## config.mk

```make
export PLATFORM = sky130hd
export DESIGN_NAME = fir_sum_reader
export DESIGN_NICKNAME = d
export VERILOG_FILES = /design/src/rtl/fir_pkg.sv /design/src/rtl/fir_out_fifo.sv /design/src/rtl/fir_sum_reader.sv
export SDC_FILE = /design/constraint.sdc
export NUM_CORES = 1
export LEC_CHECK = 0
export BUFFER_PORTS_ARGS = -buffer_cell sky130_fd_sc_hd__buf_4
export CAP_MARGIN = 20
export CORE_MARGIN = 3
export CORE_UTILIZATION = 57
export CTS_CLUSTER_DIAMETER = 50
export DETAILED_ROUTE_END_ITERATION = 7
export PLACE_DENSITY_LB_ADDON = 0.08
export SETUP_SLACK_MARGIN = 0.1
export SYNTH_ARGS = -nofsm -noshare
export SYNTH_HDL_FRONTEND = slang
export SYNTH_HIERARCHICAL = 1
export SYNTH_SLANG_ARGS = --single-unit
```

## constraint.sdc

```tcl
create_clock -name clk3 -period 3.6 [get_ports clk3]
set_input_delay 0.18 -clock clk3 [delete_from_list [all_inputs] [get_ports clk3]]
set_output_delay 0.18 -clock clk3 [all_outputs]
set_load 0.01 [all_outputs]
```

## src/rtl/fir_pkg.sv

```systemverilog
// Shared constants, state encodings and sample arithmetic for the FIR filter blocks.
package fir_pkg;

  localparam int unsigned FIR_SUM_W = 32;
  localparam int unsigned FIR_OUT_W = 16;

  // Reader FSM state encodings.
  localparam logic [1:0] StIdle  = 2'd0;
  localparam logic [1:0] StRun   = 2'd1;
  localparam logic [1:0] StFlush = 2'd2;

  // Output sample saturation limits.
  localparam logic [FIR_OUT_W-1:0] OUT_MAX = {1'b0, {(FIR_OUT_W-1){1'b1}}};
  localparam logic [FIR_OUT_W-1:0] OUT_MIN = {1'b1, {(FIR_OUT_W-1){1'b0}}};

  // The same limits sign-extended to the widened sum width used for comparison.
  localparam logic signed [FIR_SUM_W:0] LIM_MAX =
    {{(FIR_SUM_W-FIR_OUT_W+2){1'b0}}, {(FIR_OUT_W-1){1'b1}}};
  localparam logic signed [FIR_SUM_W:0] LIM_MIN =
    {{(FIR_SUM_W-FIR_OUT_W+2){1'b1}}, {(FIR_OUT_W-1){1'b0}}};

  typedef struct packed {
    logic                 sat;
    logic [FIR_OUT_W-1:0] data;
  } sample_t;

  // Round-half-up, arithmetic shift, then clamp to the output sample range.
  function automatic sample_t round_shift_sat(input logic [FIR_SUM_W-1:0] sum,
                                              input int unsigned          shift);
    logic signed [FIR_SUM_W:0] rnd;
    logic signed [FIR_SUM_W:0] r;
    logic signed [FIR_SUM_W:0] s;
    sample_t                   res;
    rnd = (shift > 0) ? ((FIR_SUM_W+1)'(1) << (shift - 1)) : '0;
    r   = $signed({sum[FIR_SUM_W-1], sum}) + rnd;
    s   = r >>> shift;
    if (s > LIM_MAX) begin
      res.sat  = 1'b1;
      res.data = OUT_MAX;
    end else if (s < LIM_MIN) begin
      res.sat  = 1'b1;
      res.data = OUT_MIN;
    end else begin
      res.sat  = 1'b0;
      res.data = s[FIR_OUT_W-1:0];
    end
    return res;
  endfunction

endpackage

```

## src/rtl/fir_out_fifo.sv

```systemverilog
// Small power-of-two FIFO holding processed output samples; head is always visible.
module fir_out_fifo #(
  parameter int unsigned WIDTH = 16,
  parameter int unsigned DEPTH = 4
) (
  input  logic                       clk,
  input  logic                       reset,
  input  logic                       push,
  input  logic [WIDTH-1:0]           push_data,
  input  logic                       pop,
  output logic [WIDTH-1:0]           pop_data,
  output logic [$clog2(DEPTH):0]     occ,
  output logic                       full,
  output logic                       empty
);

  localparam int unsigned AW = $clog2(DEPTH);

  logic [WIDTH-1:0] mem_q [DEPTH];
  logic [AW-1:0]    wr_ptr_q;
  logic [AW-1:0]    rd_ptr_q;
  logic [AW:0]      occ_q;
  logic             do_push;
  logic             do_pop;

  assign empty    = (occ_q == '0);
  assign full     = (occ_q == (AW+1)'(DEPTH));
  assign occ      = occ_q;
  assign pop_data = mem_q[rd_ptr_q];
  assign do_pop   = pop && !empty;
  // A push at full is only legal when the head leaves in the same cycle.
  assign do_push  = push && (!full || do_pop);

  // Storage, pointers and occupancy update.
  always_ff @(posedge clk) begin
    if (reset) begin
      wr_ptr_q <= '0;
      rd_ptr_q <= '0;
      occ_q    <= '0;
      for (int i = 0; i < int'(DEPTH); i++) mem_q[i] <= '0;
    end else begin
      if (do_push) begin
        mem_q[wr_ptr_q] <= push_data;
        wr_ptr_q        <= wr_ptr_q + AW'(1);
      end
      if (do_pop) rd_ptr_q <= rd_ptr_q + AW'(1);
      if (do_push && !do_pop)      occ_q <= occ_q + (AW+1)'(1);
      else if (!do_push && do_pop) occ_q <= occ_q - (AW+1)'(1);
    end
  end

endmodule

```

## src/rtl/fir_sum_reader.sv

```systemverilog
// Drains filtered sums from the FIR core queue, scales them to output samples and
// streams them downstream through a small FIFO.
module fir_sum_reader
  import fir_pkg::*;
#(
  parameter int unsigned SUM_W     = FIR_SUM_W,
  parameter int unsigned OUT_W     = FIR_OUT_W,
  parameter int unsigned SHIFT     = 4,
  parameter int unsigned READ_LAT  = 1,
  parameter int unsigned OUT_DEPTH = 4
) (
  input  logic             clk3,
  input  logic             reset,
  input  logic             enable,
  input  logic             empty,
  output logic             read,
  input  logic [SUM_W-1:0] sum,
  output logic [OUT_W-1:0] out_data,
  output logic             out_valid,
  input  logic             out_ready,
  output logic             busy,
  output logic             sat_seen,
  output logic [15:0]      sample_count
);

  localparam int unsigned OccW = $clog2(OUT_DEPTH) + 1;

  localparam logic signed [SUM_W:0] Rnd    = (SUM_W+1)'((2 ** SHIFT) / 2);
  localparam logic signed [SUM_W:0] LimMax = {{(SUM_W-OUT_W+2){1'b0}}, {(OUT_W-1){1'b1}}};
  localparam logic signed [SUM_W:0] LimMin = {{(SUM_W-OUT_W+2){1'b1}}, {(OUT_W-1){1'b0}}};

  logic [1:0]          state_q, state_d;
  logic                read_q;
  logic                in_flight_q;
  logic [READ_LAT-1:0] cap_q;
  logic                sat_q;
  logic [15:0]         count_q;

  logic                capture;
  logic                issue;
  logic [OccW-1:0]     occ;
  logic                fifo_full;
  logic                fifo_empty;
  logic signed [SUM_W:0] r;
  logic signed [SUM_W:0] s;
  logic                sat_hi;
  logic                sat_lo;
  logic [OUT_W-1:0]    sample;

  assign capture      = cap_q[READ_LAT-1];
  assign read         = read_q;
  assign busy         = (state_q != StIdle);
  assign sat_seen     = sat_q;
  assign sample_count = count_q;
  assign out_valid    = !fifo_empty;

  // Credit counts the outstanding read so a capture always has room in the FIFO.
  assign issue = (state_q == StRun) && !empty && !in_flight_q && !fifo_full &&
                 (((OccW+1)'(occ) + (OccW+1)'(in_flight_q)) < (OccW+1)'(OUT_DEPTH));

  // Round, shift and saturate the captured sum.
  always_comb begin
    r      = $signed({sum[SUM_W-1], sum}) + Rnd;
    s      = r >>> SHIFT;
    sat_hi = (s > LimMax);
    sat_lo = (s < LimMin);
    sample = s[OUT_W-1:0];
    if (sat_hi)      sample = {1'b0, {(OUT_W-1){1'b1}}};
    else if (sat_lo) sample = {1'b1, {(OUT_W-1){1'b0}}};
  end

  // Next-state logic for the IDLE/RUN/FLUSH controller.
  always_comb begin
    state_d = state_q;
    case (state_q)
      StIdle:  if (enable) state_d = StRun;
      StRun:   if (!enable) state_d = StFlush;
      StFlush: if (!in_flight_q) state_d = enable ? StRun : StIdle;
      default: state_d = StIdle;
    endcase
  end

  // Controller state, read pulse, capture timing and status registers.
  always_ff @(posedge clk3) begin
    if (reset) begin
      state_q     <= StIdle;
      read_q      <= 1'b0;
      in_flight_q <= 1'b0;
      cap_q       <= '0;
      sat_q       <= 1'b0;
      count_q     <= '0;
    end else begin
      state_q <= state_d;
      read_q  <= issue;
      cap_q[0] <= read_q;
      for (int i = 1; i < int'(READ_LAT); i++) cap_q[i] <= cap_q[i-1];
      if (issue)        in_flight_q <= 1'b1;
      else if (capture) in_flight_q <= 1'b0;
      if (capture && (sat_hi || sat_lo)) sat_q <= 1'b1;
      if (capture) count_q <= count_q + 16'd1;
    end
  end

  fir_out_fifo #(
    .WIDTH (OUT_W),
    .DEPTH (OUT_DEPTH)
  ) u_out_fifo (
    .clk       (clk3),
    .reset     (reset),
    .push      (capture),
    .push_data (sample),
    .pop       (out_valid && out_ready),
    .pop_data  (out_data),
    .occ       (occ),
    .full      (fifo_full),
    .empty     (fifo_empty)
  );

endmodule

```

* Yosys cells after proc, flatten, opt, wreduce, memory -nomap -nowiden
Memories as Yosys holds them, arrays and structs flattened. A register that Yosys moved wholly into a read port is not among the register bits. Index checks and enable logic that the tools add are counted.
Word-level totals: RAM bits 64, input port bits 37, output and inout bits 36, register bits 29, memories kept 1
Cells by class: add/subtract/negate cells 7, order comparisons 3, muxes and demuxes 21, equality and inequality tests 6, reduce and logical (&&, ||, !) cells 25
Memory list:
- u_out_fifo.mem_q | depth 4, width 16, read ports 1, clocked after memory_dff 1, wr ports 4, line fir_out_fifo.sv:19 | logic [WIDTH-1:0] mem_q [DEPTH];
Operators by type and width (count):
- $mux 16 | 3
- $add 32x5->33 const B | 1
- $gt 29x16->1 const B | 1
- $lt 29x16->1 const B | 1
- $add 16x1->16 const B | 1
- $reduce_or 16->1 | 1
- $mux 2 | 6
- $logic_and 1x1->1 | 10
- $mux 1 | 9
- $logic_not 1->1 | 6
- $mux 3 | 2
- $ne 2x2->1 const B | 3
- $pmux 2 s3 | 1
- $reduce_bool 2->1 | 3
- $add 2x1->2 const B | 2
- $add 3x1->4 | 1
- $lt 4x3->1 const B | 1
- $add 3x1->3 const B | 1
- $eq 3x3->1 const B | 1
- $logic_not 3->1 | 1
- $reduce_and 3->1 | 1
- $sub 3x1->3 const B | 1
- $eq 2x1->1 const B | 1
- $eq 2x2->1 const B | 1
- 2 further kinds | 3

* Logic depth before layout (Yosys ltp)
Gate-level depths: netlist (run 1).
depth after elaboration 11, mapped depth 12, depth with buffers taken out 11

* Hierarchy
Netlist (run 1), hierarchy kept.
Modules (own cells, without submodules):
- fir_out_fifo | cells each 202, area each 3236.9 µm², times used 1, sequential area each 2102.0 µm²
- fir_sum_reader | cells each 231, area each 1706.6 µm², times used 1, sequential area each 440.4 µm²

* Least setup slack after synthesis (run 1)
No wires, ideal clock.
path type register -> register, start point register u_out_fifo.occ_q[0], in the netlist u_out_fifo/occ[0], end point memory u_out_fifo.mem_q[2][0] (enable), stages on the path, launching flop included 6, setup slack 0.858 ns, arrival 2.331 ns, buffers on the path 0, cell sequence dfxtp_1 nor3_1 nor2b_1 nor4b_4 nand2b_1 o21ai_0
RTL lines:
- start, declared | line fir_out_fifo.sv:22 | logic [AW:0] occ_q;
- start signal, assigned | line fir_out_fifo.sv:47 | if (do_push && !do_pop) occ_q <= occ_q + (AW+1)'(1);
- start signal, assigned | line fir_out_fifo.sv:48 | else if (!do_push && do_pop) occ_q <= occ_q - (AW+1)'(1);
- end, declared | line fir_out_fifo.sv:19

* Worst setup path after layout (run 1)
start point register u_out_fifo.occ_q[1], in the netlist u_out_fifo/occ[1], end point register u_out_fifo.occ_q[2], in the netlist u_out_fifo/occ[2]
Between the ends: longest elaborated chain between the ends 9, elaborated cells on any way between the ends 17
Ends and longest elaborated chain:
- $logic_not 3->1 * | line fir_out_fifo.sv:26 | assign empty = (occ_q == '0);
- net fifo_empty | line fir_sum_reader.sv:43 | logic fifo_empty;
- $logic_not 1->1 * | line fir_out_fifo.sv:30, fir_sum_reader.sv:55
- $logic_and 1x1->1 | line fir_sum_reader.sv:112 | .pop (out_valid && out_ready),
- $logic_and 1x1->1 * | line fir_out_fifo.sv:30 | assign do_pop = pop && !empty;
- $logic_or 1x1->1 * | line fir_out_fifo.sv:32 | assign do_push = push && (!full || do_pop);
- $logic_and 1x1->1 * | line fir_out_fifo.sv:32
- net u_out_fifo.do_push | line fir_out_fifo.sv:23 | logic do_push;
- $logic_not 1->1 | line fir_out_fifo.sv:48
- $logic_and 1x1->1 | line fir_out_fifo.sv:48
- $reduce_bool 2->1 (no source line)
Mark *: on every way through the listed nets, which the timed path passes. The rest lies on a longest branch. The select of a mux whose other input is x is not followed. A chain may end at the register's enable or synchronous reset.

==> results of run 1 <==
state kept, by name, indices dropped and copies added, names as in the netlist, 2 cells and up, named ones only:
signal / cells
u_out_fifo/mem_q: 64
sample_count: 16
u_out_fifo/occ: 3
state_q: 2
u_out_fifo/rd_ptr_q: 2
u_out_fifo/wr_ptr_q: 2
kinds of logic (layout without fill, tap and decap cells):
| logic type | after synthesis | count (layout) | synth area share [%] |
|---|---|---|---|
| AND/OR/NAND/NOR | 207 | 207 | 25.0 |
| flip-flops | 95 | 95 | 51.4 |
| AO/OA/AOI/OAI | 45 | 45 | 5.69 |
| XOR/XNOR | 34 | 34 | 6.02 |
| buffers and inverters | 28 | 100 | 2.53 |
| multiplexers | 20 | 20 | 8.15 |
| adder cells (fa/ha/maj) | 4 | 4 | 1.16 |
final timing paths:
check	from	endpoint	slack (ns)	cells past startpoint
setup / recovery	u_out_fifo/occ[1]$_SDFFE_PP0P_	u_out_fifo/occ[2]$_SDFFE_PP0P_	0.74	11
hold reg to reg	sat_seen$_SDFFE_PP0P_	sat_seen$_SDFFE_PP0P_	0.46	2
hold / removal	enable	state_q[0]$_SDFFE_PP0P_	0.09	2
setup reg to reg	u_out_fifo/occ[1]$_SDFFE_PP0P_	u_out_fifo/occ[2]$_SDFFE_PP0P_	0.74	11
power breakdown:
part           internal, mW  total [mW]  switching (mW)
clock                 0.256       0.619           0.363
combinational        0.0793       0.178          0.0987
sequential             1.19        1.20          0.0121
total                  1.53        2.00           0.474
worst register-to-register path, stage by stage, from the launching register on:
cell and delay (ns):
dfxtp_1 0.41, nor3_1 0.29, nor2b_1 0.15, nor4b_4 0.64, nand2b_1 0.27, inv_1 0.06, ha_1 0.22, inv_1 0.08
fa_1 0.17, xor2_1 0.07, or3_1 0.30, a21oi_1 0.14
layer usage:
metal | wire length [um] | global-route usage [%] | up-vias
li1 | - | - | 1696
met1 | 4420 | 29.3 | 1664
met2 | 5080 | 35.6 | 99
met3 | 720 | 5.61 | 13
met4 | 144 | 6.72 | 0
met5 | 0 | 0 | -
per-stage QoR:
step                power [mW]  setup WS (ns)  hold slack [ns]  utilization (%)
floorplan                 1.32          0.858            0.344                -
global placement          1.40          0.681            0.434             67.0
detailed placement        1.41          0.618            0.444             67.0
CTS                       2.02          0.711           0.0741             69.0
global route              2.08          0.478           0.0652             69.0
finish                    2.00          0.739           0.0924             69.0
placed cells by master (no fill, tap or decap), drive strengths merged, types with 3 or more instances in the layout:
| cell | instances |
|---|---|
| and4 | 3 |
| nor2 | 41 |
| nor3 | 9 |
| or2 | 4 |
| inv | 11 |
| clkbuf | 12 |
| edfxtp | 64 |
| ha | 3 |
| xnor2 | 11 |
| and3 | 8 |
| o31ai | 4 |
| nand3 | 19 |
| a21oi | 6 |
| and2 | 67 |
| nand2 | 20 |
| dfxtp | 31 |
| mux4 | 16 |
| buf | 74 |
| nand4 | 7 |
| xor2 | 23 |
| nor3b | 7 |
| nor2b | 3 |
| nor4 | 5 |
| o21ai | 21 |
area by class of cell:
class	count	area (um2)
fillers	627	2570
clock buffers	12	135
repair buffers	74	556
inverters	10	37.5
clock inverters	4	32.5
flip-flops and latches	95	2540
multi-input cells	310	2290
well taps	105	131
==> results_dict.tcl, run 1 <==
set metrics [dict create \
    result_of_the_run "finished, final reports clean" \
    tritoncts.num_buffers 9 \
    seq_area_frac_synth_pct 51.4 \
    firstDrtPassIters 4 \
    drt_iter0_drc 165 \
    core.rowCount 33 \
    hold_viol 0 \
    total_number_of_yosys_warnings 6 \
    syn-instance-count 433 \
    via_count 3472 \
    post-cts-setup-buffer-count 0 \
    synth_edf_count 64 \
    area_of_all_placed_cells_without_fillers_um2 5730 \
    wl_per_cell_um 17.0 \
    placed_instance_count 594 \
    crit_family "simple AND/OR/NAND/NOR gates" \
    worst_setup_path_type "register to register" \
    primary_flip_flop_cell_chosen_by_synthesis_mapping "edfxtp_1" \
    maximum_number_of_pins_on_one_net_before_global_route_repair 37 \
    floorplan.initialDensity_pct 59.6 \
    final_critical_delay_including_setup_and_external_delays_ns 2.86 \
    htree_levels 3 \
    crit_arrival_ns 3.15 \
    worstSetupEndpointType "register" \
    nNetsFinal 541 \
    layout-drive-gt1-share_pct 24.0 \
    crit_top_cell "inv_1" \
    clk_pin_slew_ns 0.09 \
    detail_route.wirelength_um 10400 \
    sum_of_negative_setup_slack_ns 0 \
    synth.top_cell.area_share_pct 38.9 \
    avgSynthCellArea_um2 11.4 \
    synthesis.area_um2 4940 \
    buffer_levels_on_the_longest_clock_path 2 \
    clock_tree_from_tritoncts "done" \
    postSynthRegisterBits 95 \
    gp_congestion 0.855 \
    cts_resized 0 \
    postSynth.asyncResetShare_pct 0 \
    first_pass_grt_wire_length_um 17000 \
    placement.cell_area_um2 5560 \
    drt.antenna.violating_nets 0 \
    max_slew_violation_count 0 \
    finalNonFillerCells 610 \
    core_area_um2 8300 \
    grt_pass1_vias 3446 \
    grt_setup_unrepaired "no" \
    area.growth.synth_to_final_pct 15.9 \
    cts_hold_repair.buffers 0 \
    die_h_um 99.1 \
    antennaDiodeCount 0 \
    synth.top_cells.by_area "edfxtp_1 (39%), dfxtp_1 (13%), and2_1 (8.4%), mux4_2 (7.3%), xor2_1 (4.1%)" \
    clock.fmax_ghz 0.350 \
    worst_path_max_delay_cell "nor4b_4" \
    fin_worst_skew_ns 0.0102 \
    worstPathMaxFanout 7 \
    die-area_um2 9830 \
    tritoncts_num_sinks 95 \
    buffer_ports.inserted 69 \
    synth_top_cell_by_area "edfxtp_1" \
    critPathRequiredTime_ns 3.89 \
    post_synth_num_cell_types 61 \
    timing.critical_path.from_type "register" \
    path_cells "nor3_1, nor2b_1, nor4b_4, nand2b_1, inv_1, ha_1, inv_1, fa_1, xor2_1, or3_1, a21oi_1" \
    yosys-top-cells-count "and2_1 (66), edfxtp_1 (64), nor2_1 (41)" \
    leakagePower_nw 2.17 \
    drv_cap 0 \
    die_width_um 99.1 \
    power-per-cell-area_nw_per_um2 349 \
    hpwl_um 7300 \
    worst_slew_pin_slew_ns 1.03 \
    ir_drop_mv 0.201 \
    worst-path-buf-inv 2 \
    drt_drc_violations_left 0 \
    synth_most_common_cell "and2_1" \
    design.portCount 73 \
    timing.critical_path.slowest_cell_delay_ns 0.64 \
    clock_insertion_delay_worst_skew_ns 0.35 \
    min-delay-path-class "input pin to register" \
    tcrit_tclk_final_pct 79.5 \
    clk_root_buffer_cell "clkbuf_8" \
    drt-vias-per-instance 5.69 \
    syn_nets 474 \
    finalSetupViolCount 0 \
    number_of_antenna_violations_at_the_first_check_in_global_routing 0 \
    globalRoute.totalOverflow 0 \
    timing.slew.headroom_pct 31.1 \
    grtUsageTotal_pct 21.9 \
]
Power figures use the tool's default switching activity.
==> run 2: changes to the inputs <==
CORE_UTILIZATION = 52   (was 57)
clock period = 2.4 ns   (was 3.6 ns; I/O delays follow)
==> results_dict.tcl, run 2 (synthesis results as in run 1) <==
set metrics [dict create \
    multiInputGateArea_um2 2400 \
    tcrit_tclk_final_pct 91.5 \
    firstDrtPassIters 5 \
    number_of_antenna_violations_at_the_first_check_in_global_routing 0 \
    flip_flop_count_of_the_largest_register_after_layout 64 \
    timing.slew.headroom_pct 68.7 \
    timing.critical_path.from_type "input pin" \
    area_of_all_placed_cells_without_fillers_um2 6360 \
    worstSetupEndpointType "register" \
    first_pass_grt_wire_length_um 17700 \
    tritoncts.num_buffers 9 \
    fillCellCount 664 \
    core.rowCount 34 \
    design.portCount 73 \
    nNetsFinal 600 \
    clk_pin_slew_ns 0.09 \
    drv_cap 0 \
    critPathRequiredTime_ns 2.51 \
    drt.antenna.violating_nets 0 \
    fin_worst_skew_ns 0.0135 \
    gp_congestion 0.848 \
    drt-vias-per-instance 5.30 \
    via_count 3659 \
    worstPathMaxFanout 9 \
    wl_met3_um 645 \
    crit_arrival_ns 2.30 \
    drt-met1-wl_um 4670 \
    result_of_the_run "finished, final reports clean" \
    clk_root_buffer_cell "clkbuf_8" \
    grt_setup_unrepaired "no" \
    hold_start "enable" \
    antennaDiodeCount 0 \
    detail_route.wirelength_um 10700 \
    drt_iter0_drc 158 \
    die_h_um 104 \
    wl_per_cell_um 15.5 \
    met2RoutedLength_um 5420 \
    clock_tree_from_tritoncts "done" \
    largest_register "u_out_fifo/mem_q" \
    max_slew_violation_count 0 \
    final_critical_delay_including_setup_and_external_delays_ns 2.20 \
    finalSetupViolCount 0 \
    layout-drive-gt1-share_pct 36.0 \
    placement.cell_area_um2 6100 \
    drt_drc_violations_left 0 \
    clock_insertion_delay_worst_skew_ns 0.35 \
    worst_slew_pin_slew_ns 0.464 \
    grt_pass1_vias 3578 \
    cts_hold_repair.buffers 0 \
    final_common_cell "buf_4" \
    die_width_um 104 \
    layout_common_cells "buf_4 (133), and2_1 (65), edfxtp_1 (64)" \
    hold_viol 0 \
    power-per-cell-area_nw_per_um2 513 \
    maximum_number_of_pins_on_one_net_before_global_route_repair 37 \
    globalRoute.totalOverflow 0 \
    worst_r2r_startpoint "u_out_fifo/occ[1]$_SDFFE_PP0P_" \
    sum_of_negative_setup_slack_ns 0 \
    floorplan.initialDensity_pct 55.1 \
    buffer_levels_on_the_longest_clock_path 2 \
    startpoint "sum[11]" \
    clock.fmax_ghz 0.455 \
    worst_setup_path_type "input pin to register" \
    topRoutingLayerUsed "met3" \
    tritoncts_num_sinks 95 \
    min-delay-path-class "input pin to register" \
    htree_levels 3 \
    buffer_ports.inserted 69 \
    seqCellArea_um2 2550 \
    leakagePower_nw 2.54 \
    grtUsageTotal_pct 20.2 \
    ir_drop_mv 0.424 \
    hpwl_um 7620 \
    area.growth.synth_to_final_pct 28.7 \
    core_area_um2 8980 \
    die-area_um2 10700 \
]
run 2: cell count changes in the layout (fill, tap and decap cells not counted), moves of 2 or more:
cell / delta
buf_4: +59
ha_1: -2
ha_4: +2
o21ai_2: +7
and2_4: +2
dfxtp_1: -2
clkinvlp_4: -2
o21ai_0: -11
clkbuf_1: -2
inv_1: -2
nor3_4: +2
dfxtp_4: +2
inv_2: +2
o21ai_1: +3
run 2: cell type report:
class,instances,area share [%]
repair buffers,133,15.7
multi-input cells,310,37.7
clock inverters,4,0.787
clock buffers,12,2.62
well taps,126,2.48
inverters,10,0.590
flip-flops and latches,95,40.1
run 2: layer usage:
metal,vias up,global-route usage [%]
met5,-,0
met4,0,4.56
met3,0,3.30
met2,112,34.8
met1,1722,27.1
li1,1825,-
run 2: worst max-delay path, stage by stage:
cell	delay, ns
buf_4	0.10
nand4_4	0.16
or4_4	0.59
o41ai_1	0.34
a21boi_0	0.14
o211ai_1	0.16
and2_4	0.25
buf_4	0.20
o21ai_2	0.10
and2_1	0.15
run 2: metrics by stage:
step	util (%)	std cells	hold WS (ns)	power [mW]	worst slack, ns
finish	70.9	690	0.0183	3.26	0.203
global route	70.9	690	0.0145	3.39	0.0773
floorplan	-	433	0.284	1.99	0.00251
global placement	67.9	672	0.376	2.17	-0.188
CTS	70.3	688	0.00120	3.29	0.125
detailed placement	67.9	672	0.381	2.17	-0.293
run 2: where the power goes:
part           leakage [nW]  switching (mW)  internal [mW]
sequential            0.913          0.0166           1.78
combinational          1.51           0.172          0.168
clock                 0.112           0.546          0.578
run 2: path summary, 6_finish.rpt:
kind / slack [ns] / depth (start not counted) / end
setup / recovery: 0.20 / 10 / u_out_fifo/mem_q[0][9]$_SDFFCE_PN0P_
hold / removal: 0.02 / 2 / state_q[0]$_SDFFE_PP0P_
setup reg to reg: 0.26 / 11 / u_out_fifo/occ[2]$_SDFFE_PP0P_
hold reg to reg: 0.46 / 2 / sat_seen$_SDFFE_PP0P_
run 2: what timing repair did:
action | CTS | global route
buffers inserted | 0 | 2
resized for setup | 1 | 7
pin swaps | 0 | 4
setup endpoints to repair | 1 | 62
==> run 3: changes to the inputs <==
clock period = 1.85 ns   (was 2.4 ns; I/O delays follow)
==> results_dict.tcl, run 3 (synthesis results as in run 1) <==
set metrics [dict create \
    number_of_antenna_violations_at_the_first_check_in_global_routing 0 \
    antennaDiodeCount 0 \
    core.rowCount 34 \
    clock_tree_from_tritoncts "done" \
    fin_hold_ws_ns 0.0562 \
    worst_setup_path_type "register to register" \
    critPathRequiredTime_ns 2.14 \
    power-per-cell-area_nw_per_um2 604 \
    worst_slew_pin_slew_ns 0.489 \
    fin_worst_skew_ns 0.0154 \
    flip_flop_count_of_the_largest_register_after_layout 64 \
    leakagePower_nw 2.89 \
    floorplan.initialDensity_pct 55.1 \
    tritoncts_num_sinks 95 \
    violations "negative setup slack" \
    final_critical_delay_including_setup_and_external_delays_ns 2.13 \
    reg2reg_setup_slack_ns -0.28 \
    area.growth.synth_to_final_pct 46.8 \
    max_slew_violation_count 0 \
    met2RoutedLength_um 7150 \
    reg2regPathDepth 11 \
    crit_arrival_ns 2.42 \
    min-delay-path-class "input pin to register" \
    hpwl_um 8060 \
    design.portCount 73 \
    drt.antenna.violating_nets 0 \
    clock_insertion_delay_worst_skew_ns 0.36 \
    drt-vias-per-instance 5.54 \
    dpl_worst_slack_ns -0.570 \
    placed_instance_count 691 \
    timing.rr.end "u_out_fifo/occ[2]$_SDFFE_PP0P_" \
    layout-drive-gt1-share_pct 51.2 \
    wl_met3_um 788 \
    grtUsageTotal_pct 23.6 \
    grt_pass1_vias 4049 \
    nNetsFinal 637 \
    worst-path-buf-inv 2 \
    wl_per_cell_um 18.3 \
    drt-met1-wl_um 5220 \
    crit_top_cell "inv_2" \
    core_area_um2 8980 \
    drt_iter0_drc 214 \
    finalNonFillerCells 727 \
    crit_family "simple AND/OR/NAND/NOR gates" \
    worst_r2r_startpoint "u_out_fifo/occ[1]$_SDFFE_PP0P_" \
    timing.critical_path.from_type "register" \
    grt_setup_unrepaired "yes" \
    final_critical_path_setup_slack_ns -0.284 \
    drt_drc_violations_left 0 \
    layout_common_cells "buf_4 (131), edfxtp_1 (64), and2_4 (42)" \
    final_common_cell "buf_4" \
    buffer_ports.inserted 69 \
    worstPathMaxFanout 4 \
    timing.critical_path.slowest_cell_delay_ns 0.37 \
    tcrit_tclk_final_pct 115 \
    detail_route.wirelength_um 13300 \
    path_cells "nor3_4, nor2b_2, nor4b_4, nand2b_4, inv_2, ha_4, inv_2, fa_2, xor2_1, or3_1, a21oi_1" \
    first_pass_grt_wire_length_um 20400 \
    maximum_number_of_pins_on_one_net_before_global_route_repair 22 \
    globalRoute.totalOverflow 0 \
    finalSetupViolCount 96 \
    die_width_um 104 \
    ir_drop_mv 0.536 \
    power_mw 4.38 \
    gp_congestion 0.879 \
    sum_of_negative_setup_slack_ns -19.23 \
    tritoncts.num_buffers 9 \
    drv_cap 0 \
    htree_levels 3 \
    path_depth 11 \
    firstDrtPassIters 5 \
    die-area_um2 10700 \
    startpoint "u_out_fifo/occ[1]$_SDFFE_PP0P_" \
    timing.slew.headroom_pct 67.4 \
    buffer_levels_on_the_longest_clock_path 2 \
    crit_path_capture "u_out_fifo/occ[2]$_SDFFE_PP0P_" \
    largest_register "u_out_fifo/mem_q" \
    via_count 4030 \
    topRoutingLayerUsed "met4" \
    worst_path_max_delay_cell "dfxtp_4" \
    result_of_the_run "finished with violations" \
    die_h_um 104 \
    worstSetupEndpointType "register" \
    clk_root_buffer_cell "clkbuf_8" \
    clk_pin_slew_ns 0.10 \
    clock.fmax_ghz 0.468 \
    hold_viol 0 \
]
-- run 3: changes by cell type in the layout (fill, tap and decap cells not counted), sizes merged --
cell,delta
inv,+1
and2,+1
clkinv,-1
dlygate4sd3,+1
buf,+35
-- run 3: area by class of cell --
type,count,area [um2]
Tap cell,126,158
Fill cell,532,1720
Clock buffer,12,156
Inverter,10,37.5
Clock inverter,4,51.3
Sequential cell,95,2550
Timing Repair Buffer,169,1500
Multi-Input combinational cell,311,2810
-- run 3: worst min-delay path by stage --
| stage | startpoint | end | cells past startpoint |
|---|---|---|---|
| 2_1_floorplan | enable | state_q[0]$_SDFFE_PP0P_ | 1 |
| 3_3_place_gp | enable | state_q[0]$_SDFFE_PP0P_ | 2 |
| 3_5_place_dp | enable | state_q[0]$_SDFFE_PP0P_ | 2 |
| 4_1_cts | reset | u_out_fifo/occ[2]$_SDFFE_PP0P_ | 2 |
| 5_1_grt | reset | u_out_fifo/occ[0]$_SDFFE_PP0P_ | 2 |
| 6_report | reset | u_out_fifo/occ[0]$_SDFFE_PP0P_ | 2 |
-- run 3: stage by stage --
stage | utilization [%] | instance area, um2
after floorplan | - | 5110
final | 80.9 | 7260
after detailed placement | 70.5 | 6320
after CTS | 79.0 | 7090
after global placement | 70.5 | 6320
after global routing | 80.9 | 7260
-- run 3: timing repair --
action | CTS | global route
setup endpoints to repair | 128 | 136
pin swaps | 32 | 16
gates cloned | 6 | 0
endpoints found under the hold margin | 1 | 0
buffers inserted | 11 | 3
resized for setup | 90 | 49
hold buffers | 1 | 0
-- run 3: where the power goes --
group	switching (mW)	internal [mW]
Combinational	0.296	0.306
Clock	0.727	0.716
Sequential	0.0233	2.31
-- run 3: metal layers --
layer / global-route usage [%] / vias to the layer above
met3: 4.29 / 21
met1: 29.0 / 1956
met4: 5.41 / 0
met5: 0 / -
li1: - / 1888
met2: 43.1 / 165
